===== src/rtl/fifo_rd_fwft.sv =====
// fifo_rd_fwft
// Read-side output stage of the asynchronous FIFO. It turns the FIFO pop
// interface (r_en/empty, data returned one cycle after the pop) into a
// first-word-fall-through valid/ready stream through a 2-entry buffer.
// Words are delivered in pop order at up to one word per cycle.
//
// Ports:
//   r_clk      read-domain clock
//   r_rst      synchronous active-high reset
//   empty      FIFO empty flag (registered in r_clk domain)
//   r_data     memory read data, valid the cycle after an accepted pop
//   r_en       pop request to read pointer logic and memory
//   out_valid  head word available
//   out_data   head word, held while out_valid=1 and out_ready=0
//   out_ready  consumer accepts the head word
//   buf_level  buffer occupancy 0..2 (only when FWFT_LEVEL_EN is defined)
//
// Build option: define FWFT_LEVEL_EN to expose the buf_level port.

module fifo_rd_fwft #(
  parameter int DATA_WIDTH = 8
) (
  input  logic                  r_clk,
  input  logic                  r_rst,
  input  logic                  empty,
  input  logic [DATA_WIDTH-1:0] r_data,
  output logic                  r_en,
  output logic                  out_valid,
  output logic [DATA_WIDTH-1:0] out_data,
  input  logic                  out_ready
`ifdef FWFT_LEVEL_EN
  ,
  output logic [1:0]            buf_level
`endif
);

  logic [1:0]            occ;
  logic                  inflight;
  logic [DATA_WIDTH-1:0] entry0;
  logic [DATA_WIDTH-1:0] entry1;

  logic                  pop_out;
  logic [2:0]            pending;
  logic [1:0]            occ_a;
  logic [1:0]            occ_n;
  logic [DATA_WIDTH-1:0] entry0_n;
  logic [DATA_WIDTH-1:0] entry1_n;

  assign out_valid = (occ != 2'd0);
  assign out_data  = entry0;
  assign pop_out   = out_valid & out_ready;

  // Words already buffered plus the one on its way back from memory. A new
  // pop is allowed only if a slot is guaranteed when its data returns; a
  // consumer pop this cycle frees one, which keeps streaming gap-free.
  always_comb begin
    pending = {1'b0, occ} + {2'b00, inflight};
    r_en    = !r_rst && !empty &&
              ((pending < 3'd2) || ((pending == 3'd2) && pop_out));
  end

  // Consumer pop shifts the tail forward first; the returning word then
  // fills the first free slot of the post-shift buffer.
  always_comb begin
    occ_a    = occ;
    entry0_n = entry0;
    entry1_n = entry1;
    if (pop_out) begin
      occ_a    = occ - 2'd1;
      entry0_n = entry1;
    end
    occ_n = occ_a;
    if (inflight) begin
      if (occ_a == 2'd0) begin
        entry0_n = r_data;
      end else begin
        entry1_n = r_data;
      end
      occ_n = occ_a + 2'd1;
    end
  end

  always_ff @(posedge r_clk) begin
    if (r_rst) begin
      occ      <= 2'd0;
      inflight <= 1'b0;
      entry0   <= '0;
      entry1   <= '0;
    end else begin
      occ      <= occ_n;
      inflight <= r_en;
      entry0   <= entry0_n;
      entry1   <= entry1_n;
    end
  end

`ifdef FWFT_LEVEL_EN
  assign buf_level = occ;
`endif

  // A return into a full buffer would drop a word; the r_en gating above
  // is meant to make this impossible.
  a_no_overflow: assert property (@(posedge r_clk) disable iff (r_rst)
    !(inflight && (occ_a == 2'd2)));

endmodule


===== config.mk =====
export PLATFORM = sky130hd
export DESIGN_NAME = fifo_rd_fwft
export DESIGN_NICKNAME = d
export VERILOG_FILES = /design/src/rtl/fifo_rd_fwft.sv
export SDC_FILE = /design/constraint.sdc
export NUM_CORES = 1
export LEC_CHECK = 0
export CORE_MARGIN = 1
export CORE_UTILIZATION = 51
export DETAILED_ROUTE_END_ITERATION = 12
export PLACE_DENSITY = 0.82
export SLEW_MARGIN = 40
export SYNTH_ARGS = -nofsm -noshare
export SYNTH_HDL_FRONTEND = slang
export SYNTH_SLANG_ARGS = --single-unit

===== constraint.sdc =====
create_clock -name r_clk -period 4.4 [get_ports r_clk]
set_clock_uncertainty 0.05 [all_clocks]
set_input_delay 1.32 -clock r_clk [delete_from_list [all_inputs] [get_ports r_clk]]
set_output_delay 1.32 -clock r_clk [all_outputs]
set_load 0.01 [all_outputs]

==> impl_metrics.yaml <==
synth:
  edff_count_synth: 0
  post_synth_instance_area_sq_um: 894.6
  synth_top_cells_by_area: "sky130_fd_sc_hd__dfxtp_1, sky130_fd_sc_hd__mux2i_1, sky130_fd_sc_hd__nor2_1, sky130_fd_sc_hd__ha_1, sky130_fd_sc_hd__a211oi_1"
  most_area_hungry_cell_type_in_the_yosys_netlist: "sky130_fd_sc_hd__dfxtp_1"
  synth-main-ff-cell: "sky130_fd_sc_hd__dfxtp_1"
  post_synth_xor_area_fraction: 0.009790
  synth_top_area_share: 0.4252
  mappedNetlistNets: 107
  ys_seq_area_frac: 0.4252
  async_flop_share: 0
  ys_ff_latch: 19
  avgSynthCellArea_sq_um: 9.940
  synth.distinct_cells: 23
  synth_fa_ha_area_frac: 0.06993
  post_synthesis_compound_gate_area_fraction: 0.08951
  synth_top_cells_by_count: "sky130_fd_sc_hd__dfxtp_1, sky130_fd_sc_hd__nor2_1, sky130_fd_sc_hd__mux2i_1, sky130_fd_sc_hd__a211oi_1, sky130_fd_sc_hd__ha_1"
  post_synth_mux_area_share: 0.1916
  syn-instance-count: 90
  ys_warn_count: 0
  largest_family_of_logic_cells_by_synthesized_area: "multiplexers"
  synthSimpleGateAreaFrac: 0.1483
worst_setup_path:
  setup.worst_path.end_class: "output port"
  timing.reg2reg.setup_slack_ps: 2110
  data_arrival_time_at_the_worst_slack_endpoint_ps: 2720
  timing.critical_path.required_ps: 3030
  worst-r2r-cell-count: 8
  type_of_the_setup_path_with_the_least_slack: "input pin to output port"
  worst_r2r_endpoint: "entry1[3]$_SDFFE_PP0P_"
  cp-start-kind: "input pin"
  r2r_start: "occ[1]$_SDFF_PP0_"
  cp_max_fo: 2
drt:
  routed-via-count: 678
  initialDrtViolationCount: 14
  dr.pass1.iters: 4
  post-route-drc-count: 0
  post_drt_wl_per_cell_microns: 12.37
  route.detailed.vias_per_inst: 5.339
  postRouteWirelength_microns: 1571
  final_antenna_net_count: 0
floorplanning:
  die_w_microns: 43.88
  initial_core_util: 0.5675
  core_area_sq_mm: 0.001577
  floorplan.die.height_microns: 43.88
  fp.dieArea_sq_mm: 0.001925
  top_level_ports: 22
  placement_rows: 14
power:
  fin_total_pwr_mw: 0.6316
  leakagePower_nw: 0.4739
  total_switching_power_mw: 0.2193
  comb_power_share: 0.479
  power_density_mw_per_mm2: 566.5
  switching_share: 0.3473
  pwr-share-seq: 0.382
  power.internal_mw: 0.4122
  clkPwrFrac: 0.139
  irDropWorstVdd_v: 0.0003307
run:
  drv_cap: 0
timing:
  slew_headroom: 0.6901
  final.min_clock_period_ps: 4093
  grt_setup_unrepaired: "no"
  measured_slew_at_the_worst_slew_check_pin_ps: 464.9
  hold_viol_final: 0
  pins_over_slew_limit: 0
  final.setup.tns_ps: 0
  final-setup-viol-count: 0
  clock.fmax_mhz: 244.3
  fin_crit_sh: 0.9302
placement:
  detailed_place_hpwl_microns: 1098
  place.gp.congestion: 0.7837
  port_buffers: 21
layout:
  footprint_of_the_multi_input_gates_sq_um: 455.4
  post_route_cells_drive_above_1_share: 0.06306
  antenna_cells_inserted: 0
  reg_area_sq_um: 380.4
  syn2layout_area_growth_pct: 24.62
  layout_nets: 129
  num-fill-cells: 114
clock_network:
  postCtsHoldBufs: 0
  htree_num_levels: 1
  clock-root-buffer: "sky130_fd_sc_hd__clkbuf_4"
  cts_buffers: 3
  max-clock-path-buffers: 2
  cts_tree: "built"
  cts_sinks: 19
  cts_resized: 0
  path_clk_slew_ps: 100
  clock_latency_ps: 290
  post_cts.repair.setup_buffers: 0
global_route:
  number_of_antenna_violations_at_the_first_check_in_global_routing: 0
  globalRoute.totalOverflow: 0
  vias_in_the_first_global_route: 631
  largest_net_degree_at_the_start_of_global_routing: 21
  grt_first_pass_wirelength_microns: 2718
  grt_util_all_layers: 0.1998
hold_path:
  worst_hold_path.endpoint: "entry1[4]$_SDFFE_PP0P_"
  hold_path.startpoint: "entry1[4]$_SDFFE_PP0P_"
  hold_class: "flop to flop"
  timing.hold.worst_path_depth: 2
status:
  outcome: "completed"
==> cells in the final DEF, fill, tap and decap left out, drive strengths merged <==
| cell | n |
|---|---|
| a31oi | 1 |
| nor2b | 1 |
| dfxtp | 19 |
| nand2 | 2 |
| nor3 | 2 |
| nand3b | 1 |
| ha | 5 |
| xnor2 | 1 |
| inv | 4 |
| mux2 | 1 |
| nand2b | 1 |
| buf | 1 |
| and2b | 1 |
| or3 | 1 |
| clkdlybuf4s50 | 21 |
| a211oi | 8 |
| a41oi | 1 |
| a21oi | 1 |
| mux2i | 16 |
| nor2 | 19 |
| clkbuf | 4 |
==> routing by layer <==
| metal | global-route usage | part of all wire | vias to the layer above |
|---|---|---|---|
| met5 | 0 | 0 | - |
| met4 | 0.09091 | 0.012 | 0 |
| met3 | 0.06250 | 0.046 | 2 |
| met2 | 0.3194 | 0.46 | 14 |
| met1 | 0.2461 | 0.48 | 308 |
| li1 | - | - | 354 |
==> layout make-up <==
| type | count | area share |
|---|---|---|
| clock buffer | 4 | 0.02357 |
| multi-input combinational | 62 | 0.4085 |
| inverter | 4 | 0.01347 |
| tap | 16 | 0.01796 |
| sequential | 19 | 0.3412 |
| timing repair buffer | 22 | 0.1953 |
==> power by group through the flow <==
stage	combinational [mW]	clock (mW)	sequential, mW
floorplan	0.212	0	0.252
global placement	0.295	0	0.245
detailed placement	0.304	0	0.246
CTS	0.306	0.0915	0.242
global route	0.337	0.101	0.247
finish	0.303	0.0880	0.241
==> worst max-delay path by stage <==
stage	from	end	slack [ps]
4_1_cts	out_ready	r_en	280
2_1_floorplan	r_rst	r_en	1220
3_3_place_gp	out_ready	r_en	300
3_5_place_dp	out_ready	r_en	300
6_report	out_ready	r_en	310
5_1_grt	out_ready	r_en	220
==> cells by family (layout without fill, tap and decap cells) <==
| logic type | after synthesis | in the layout |
|---|---|---|
| flops | 19 | 19 |
| buf+inv | 9 | 30 |
| simple gates | 28 | 28 |
| fa+ha+maj | 5 | 5 |
| compound gates | 11 | 11 |
| xor+xnor | 1 | 1 |
| mux | 17 | 17 |
==> flip-flops by register name, indices dropped and copies added (netlist names) <==
name / cells
inflight: 1
out_data: 8
occ: 2
entry1: 8
==> worst max-delay path: stages <==
cell	delay [ps]
sky130_fd_sc_hd__clkdlybuf4s50_1	520
sky130_fd_sc_hd__a41oi_1	160
sky130_fd_sc_hd__nor3_1	160
sky130_fd_sc_hd__clkdlybuf4s50_1	560
==> stage by stage <==
step           hold slack [ps]    util  instance area (sq um)  setup WS [ps]  instances
6_report                 456.5  0.7071                   1115          306.9        127
5_1_grt                  496.3  0.7071                   1115          216.6        127
4_1_cts                  460.8  0.7071                   1115          278.2        127
3_5_place_dp             435.3  0.6905                   1089          298.9        123
3_3_place_gp             421.8  0.6905                   1089          299.6        123
2_1_floorplan            409.6       -                  894.6           1218         90
Power figures use the tool's default switching activity.
